--- src/rtl/sipo_ctrl_pkg.sv ---
// Shared types and constants for the sipoMem ping-pong write controller.
package sipo_ctrl_pkg;

   typedef enum logic [1:0] {
      EMPTY   = 2'd0,
      FILLING = 2'd1,
      FULL    = 2'd2
   } bank_state_t;

   localparam int unsigned NBANKS = 2;

endpackage

--- src/rtl/sipo_bank_fsm.sv ---
// Per-bank occupancy tracker: EMPTY -> FILLING -> FULL -> EMPTY.
module sipo_bank_fsm
   import sipo_ctrl_pkg::*;
(
   input  logic        clk,
   input  logic        rst,
   input  logic        wr_hit_i,   // a word is written into this bank this cycle
   input  logic        wr_last_i,  // that word is the final word of the vector
   input  logic        rel_i,      // consumer releases this bank
   input  logic        clr_i,      // abort while this bank is the fill target
   output bank_state_t state_o
);

   bank_state_t state_q, state_d;

   // State register, asynchronously cleared.
   always_ff @(posedge clk or posedge rst) begin
      if (rst) begin
         state_q <= EMPTY;
      end else begin
         state_q <= state_d;
      end
   end

   // Next-state: abort only discards a partial fill; a FULL bank is never written.
   always_comb begin
      state_d = state_q;
      unique case (state_q)
         EMPTY: begin
            if (wr_hit_i) state_d = wr_last_i ? FULL : FILLING;
         end
         FILLING: begin
            if (clr_i)         state_d = EMPTY;
            else if (wr_hit_i) state_d = wr_last_i ? FULL : FILLING;
         end
         FULL: begin
            if (rel_i) state_d = EMPTY;
         end
         default: state_d = EMPTY;
      endcase
   end

   // Output: the registered state itself.
   always_comb begin
      state_o = state_q;
   end

endmodule

--- src/rtl/sipo_pingpong_ctrl.sv ---
// Write-side controller for two sipoMem banks used as a ping-pong vector buffer.
module sipo_pingpong_ctrl
   import sipo_ctrl_pkg::*;
#(
   parameter int unsigned IWIDTH  = 10,
   parameter int unsigned NINPUTS = 8
) (
   input  logic                       clk,
   input  logic                       rst,
   input  logic [IWIDTH-1:0]          s_data_i,
   input  logic                       s_valid_i,
   output logic                       s_ready_o,
   input  logic                       abort_i,
   output logic [1:0]                 mem_we_o,
   output logic [$clog2(NINPUTS)-1:0] mem_addr_o,
   output logic [IWIDTH-1:0]          mem_din_o,
   output logic                       vec_valid_o,
   output logic                       vec_bank_o,
   input  logic                       vec_done_i,
   output logic [$clog2(NINPUTS)-1:0] fill_idx_o,
   output logic                       err_o
);

   localparam int unsigned AW = $clog2(NINPUTS);

   logic          wr_bank_q, wr_bank_d;
   logic          rd_bank_q, rd_bank_d;
   logic [AW-1:0] wr_idx_q, wr_idx_d;
   logic          err_q, err_d;

   bank_state_t   bstate [NBANKS];
   logic          wr_fire, wr_last, rel_fire;

   // Handshake and output decode; s_ready depends on registers and abort only.
   always_comb begin
      s_ready_o   = (bstate[wr_bank_q] != FULL) && !abort_i;
      wr_fire     = s_valid_i && s_ready_o;
      wr_last     = (wr_idx_q == AW'(NINPUTS - 1));
      vec_valid_o = (bstate[rd_bank_q] == FULL);
      rel_fire    = vec_done_i && vec_valid_o;
      mem_we_o    = '0;
      if (wr_fire) mem_we_o[wr_bank_q] = 1'b1;
      mem_addr_o  = wr_idx_q;
      mem_din_o   = s_data_i;
      vec_bank_o  = rd_bank_q;
      fill_idx_o  = wr_idx_q;
      err_o       = err_q;
   end

   // One occupancy FSM per bank.
   for (genvar b = 0; b < NBANKS; b++) begin : g_bank
      sipo_bank_fsm u_fsm (
         .clk       (clk),
         .rst       (rst),
         .wr_hit_i  (mem_we_o[b]),
         .wr_last_i (wr_last),
         .rel_i     (rel_fire && (rd_bank_q == 1'(b))),
         .clr_i     (abort_i && (wr_bank_q == 1'(b))),
         .state_o   (bstate[b])
      );
   end

   // Next-state for fill pointer, bank selectors and sticky error.
   always_comb begin
      wr_idx_d  = wr_idx_q;
      wr_bank_d = wr_bank_q;
      rd_bank_d = rd_bank_q;
      err_d     = err_q;
      if (abort_i) begin
         wr_idx_d = '0;
      end else if (wr_fire) begin
         if (wr_last) begin
            wr_idx_d  = '0;
            wr_bank_d = ~wr_bank_q;
         end else begin
            wr_idx_d = wr_idx_q + AW'(1);
         end
      end
      if (rel_fire) rd_bank_d = ~rd_bank_q;
      // Releasing a bank that holds no complete vector is a consumer protocol error.
      if (vec_done_i && !vec_valid_o) err_d = 1'b1;
   end

   // Control registers, asynchronously cleared.
   always_ff @(posedge clk or posedge rst) begin
      if (rst) begin
         wr_idx_q  <= '0;
         wr_bank_q <= 1'b0;
         rd_bank_q <= 1'b0;
         err_q     <= 1'b0;
      end else begin
         wr_idx_q  <= wr_idx_d;
         wr_bank_q <= wr_bank_d;
         rd_bank_q <= rd_bank_d;
         err_q     <= err_d;
      end
   end

endmodule

--- config.mk ---
export PLATFORM = sky130hd
export DESIGN_NAME = sipo_pingpong_ctrl
export DESIGN_NICKNAME = d
export VERILOG_FILES = /design/src/rtl/sipo_ctrl_pkg.sv /design/src/rtl/sipo_bank_fsm.sv /design/src/rtl/sipo_pingpong_ctrl.sv
export SDC_FILE = /design/constraint.sdc
export NUM_CORES = 1
export LEC_CHECK = 0
export BUFFER_PORTS_ARGS = -buffer_cell sky130_fd_sc_hd__buf_2
export CAP_MARGIN = 20
export CORE_MARGIN = 3
export CORE_UTILIZATION = 47
export DETAILED_ROUTE_END_ITERATION = 12
export GPL_TIMING_DRIVEN = 0
export PLACE_DENSITY = 0.83
export SLEW_MARGIN = 20
export SYNTH_ARGS = -nofsm -noshare
export SYNTH_HDL_FRONTEND = slang
export SYNTH_SLANG_ARGS = --single-unit
--- constraint.sdc ---
create_clock -name clk -period 2.3 [get_ports clk]
set_clock_uncertainty 0.15 [all_clocks]
set_input_delay 0.575 -clock clk [delete_from_list [all_inputs] [get_ports clk]]
set_output_delay 0.575 -clock clk [all_outputs]
set_load 0.01 [all_outputs]
==> results.txt <==
The run finished with clean final reports. The total congestion overflow after global routing came out at 0. TritonCTS built the clock tree.

The measured slew at the worst slew-check pin is roughly 370 ps. The number of antenna diodes is 0. The netlist area before placement came out at 709.4 µm². The width of the chip came out at 44.85 µm. The summed negative setup slack over all endpoints came out at 0 ps. The largest single stage delay on the critical path is around 400 ps. The worst setup path is captured at a primary output. The combined area of the multi-input logic cells came out at 325.3 µm². The cell family contributing the most delay on the critical path is simple AND/OR/NAND/NOR gates.

The critical path data arrival time is about 1400 ps. The insertion delay to the later sink of the worst-skew pair is roughly 260 ps. The via count is roughly 580. The global placement routability congestion is 0.7887.

The number of setup buffers added after CTS is 0. The number of CTS-inserted buffers came out at 3. STA puts the critical path data required time at 1570 ps. The post-detailed-placement half-perimeter wirelength is 1.023 mm. In this run the static leakage power is 0.4977 nW. The effective utilization at floorplan is 52.55%. Entering global routing, the biggest net connects 11 pins.

Sorting the synthesized cells by area gives the leading types as sky130_fd_sc_hd__dfrtp_1, sky130_fd_sc_hd__buf_4, sky130_fd_sc_hd__nand2b_1, sky130_fd_sc_hd__mux2i_1, sky130_fd_sc_hd__a21oi_1. The min-delay analysis places its worst path in the category in2async. The count of final max-slew check failures came out at 0.

The area taken by flip-flops and latches is approximately 250 µm². The final count of negative-setup-slack endpoints came out at 0. The core box area came out at 1350 µm². The number of input and output port buffers inserted is 26.

The total number of clock tree sinks came out at 10. The global-route wire length before repair came out at 1.925 mm. The category of the critical setup timing path is reg2out. Among all cell types in the netlist, the one instantiated most often is sky130_fd_sc_hd__buf_4. The net total in the final layout came out at ~120. The overall routed net length came out at around 1.3 mm.

Global routing used 12.91% of the available tracks. The post-detailed-route via-to-cell ratio came out at 4.932. After detailed routing, the average wire length per cell comes to about 11 µm. The cell with the biggest individual delay on the critical path is sky130_fd_sc_hd__dfrtp_1. The buffer and inverter count on the worst path came out at 2.

The worst voltage drop across the vdd grid is 0.2995 mV. The part of the Yosys area used for sequential elements came out at 35.27%. The average instance in the mapped netlist occupies between 9 and 10 µm². The most used flip-flop cell after synthesis is sky130_fd_sc_hd__dfrtp_1.

CTS placed an instance of sky130_fd_sc_hd__clkbuf_4 at the clock tree root. The biggest fanout along the worst timing path came out at 6. The power density over cell area is 472.5 nW/µm². The shortest clock period the worst path allows after layout is around 2200 ps. The normalized max-slew margin is 75.09%.

The hold violation count in the final report came out at 0. The post-route netlist has 51.46% of its cells at a drive strength greater than 1. The number of primary I/O pins came out at 37. The kind of start point of the critical path is a flip-flop. The post-route core utilization is 66.27%. The initial antenna violation count is 0. The clock passes through at most 2 buffers.

The signal on the critical path passes through and2b_2 -> nor4bb_2 -> buf_4 -> buf_2. The number of buffers inserted by hold repair at cts came out at 0. The count of standard-cell rows came out at 13. Of all flip-flops after synthesis, the portion carrying an async set or reset was 100.0%.

Compared with the post-synthesis result, the final layout area differs by 26.10%. The count of flip-flops with a built-in enable after synthesis came out at 0. The count of state elements after synthesis came out at 10.

The number of routed nets with antenna violations came out at 0. The unique cell type count in the Yosys netlist is 27. In this run, post-CTS repair resized a total of 0 instances.

The number of max-cap violations came out at 0. The number of filler instances in the final layout is ~110. The die covers around 2000 µm². The number of nets in the synthesized netlist came out at 90.

The number of global-route vias before repair is 486. The depth of the CTS H-tree is 1. The cell count after synthesis came out at 73. The number of iterations in the first detailed-routing pass came out at 4. The biggest area consumer among synthesized cells is sky130_fd_sc_hd__dfrtp_1. The vertical die dimension is 44.85 µm. The first routing iteration left 4 violations. The period utilization came out at a little over nine tenths. Setup repair after global routing left no endpoint under its margin. Static timing analysis puts the maximum clock frequency at approximately 460 MHz. The clock transition at the register clock pins on the worst setup and hold paths after CTS came out at 70 ps. Summed over its instances, the top area cell type makes up 35.27% of the synthesized netlist area.

By count the netlist is led by sky130_fd_sc_hd__buf_4, sky130_fd_sc_hd__dfrtp_1, sky130_fd_sc_hd__nand2b_1. The DRC violation count after routing is 0. The synthesis warning total came out at 0.
[cell usage in the layout, fill, tap and decap left out]
cell type                  Yosys  routed
sky130_fd_sc_hd__clkbuf_4      0       3
sky130_fd_sc_hd__nor4b_2       1       1
sky130_fd_sc_hd__a21oi_1       5       5
sky130_fd_sc_hd__o21ai_1       1       1
sky130_fd_sc_hd__buf_2         2      28
sky130_fd_sc_hd__and2b_2       1       1
sky130_fd_sc_hd__a211oi_1      1       1
sky130_fd_sc_hd__o22ai_4       1       1
sky130_fd_sc_hd__nand2_1       2       2
sky130_fd_sc_hd__clkbuf_8      0       1
sky130_fd_sc_hd__dfrtp_1      10      10
sky130_fd_sc_hd__a31oi_1       1       1
sky130_fd_sc_hd__mux2i_1       3       3
sky130_fd_sc_hd__a21o_1        2       2
sky130_fd_sc_hd__buf_4        15      15
sky130_fd_sc_hd__mux2_1        1       1
sky130_fd_sc_hd__nor4bb_2      1       1
sky130_fd_sc_hd__nor2_1        4       4
sky130_fd_sc_hd__nand3b_1      1       1
sky130_fd_sc_hd__or4b_1        1       1
sky130_fd_sc_hd__o21ai_0       3       3
sky130_fd_sc_hd__nand2b_1      7       7
sky130_fd_sc_hd__inv_1         3       3
sky130_fd_sc_hd__nor2b_1       1       1
sky130_fd_sc_hd__o31ai_1       1       1
sky130_fd_sc_hd__nor3_1        1       1
sky130_fd_sc_hd__ha_1          2       2
sky130_fd_sc_hd__and2b_4       1       1
sky130_fd_sc_hd__and4bb_2      1       1
[path summary, 6_finish.rpt]
kind,depth (start not counted),start,to,slack [ps]
worst min-delay path,2,rst,fill_idx_o[0],120
min in group clk,1,err_o,err_o,300
worst max-delay path,4,g_bank[1].u_fsm.state_o[1],mem_we_o[1],140
max in group asynchronous,2,rst,g_bank[0].u_fsm.state_o[0],1610
worst max register to register,4,fill_idx_o[0],g_bank[0].u_fsm.state_o[0],620
worst min register to register,1,err_o,err_o,300
[state kept, by name (all words and copies together) (netlist names)]
name	count
g_bank.u_fsm.state_o	4
err_o	1
wr_bank_q	1
fill_idx_o	3
vec_bank_o	1
[metrics by stage]
step / power [mW] / setup WS (ps) / instance area [µm²] / hold WS [ps] / cells
after CTS: 0.4303 / 124.2 / 894.6 / 131.9 / 118
after floorplan: 0.2441 / 439.3 / 709.4 / 265.2 / 73
after detailed placement: 0.2720 / 158.7 / 858.3 / 289.5 / 114
final: 0.4227 / 143.9 / 894.6 / 122.5 / 118
after global placement: 0.2702 / 173.7 / 858.3 / 284.2 / 114
after global routing: 0.4470 / 57.74 / 894.6 / 147.7 / 118
[worst reg2reg max path: stages, from the launching register on]
cell	delay (ps)
sky130_fd_sc_hd__dfrtp_1	410
sky130_fd_sc_hd__ha_1	210
sky130_fd_sc_hd__ha_1	200
sky130_fd_sc_hd__or4b_1	470
sky130_fd_sc_hd__a21oi_1	160
[final cells by class]
class / instances / area share (%)
multi-input cells: 43 / 36.36
flip-flops and latches: 10 / 27.97
clock buffers: 4 / 4.056
plain buffers: 17 / 13.71
inverters: 3 / 1.259
well taps: 15 / 2.098
repair buffers: 26 / 14.55
[cells by family after synthesis]
| kind of cell | synth area share (%) |
|---|---|
| AOI/OAI and AO/OA | 14.28 |
| and+or+nand+nor | 22.22 |
| adders and majority gates | 3.527 |
| muxes | 5.820 |
| buffers and inverters | 18.87 |
| DFF | 35.27 |
[metal layers]
layer  up-vias  part of all wire, %  global-route usage [%]
li1        297                    -                       -
met1       250                   41                   15.17
met2        31                   43                   22.35
met3         4                   14                   1.992
met4         0                  1.5                   7.018
met5         -                    0                       0
[where the power goes]
| part | total [mW] | switching [mW] | leakage [nW] | internal (mW) |
|---|---|---|---|---|
| logic | 0.0800 | 0.0356 | 0.345 | 0.0444 |
| clock network | 0.155 | 0.0592 | 0.0210 | 0.0960 |
| registers | 0.187 | 0.00559 | 0.132 | 0.182 |
| total | 0.423 | 0.100 | 0.498 | 0.322 |
Note: power is estimated with default switching activity, not from simulation.
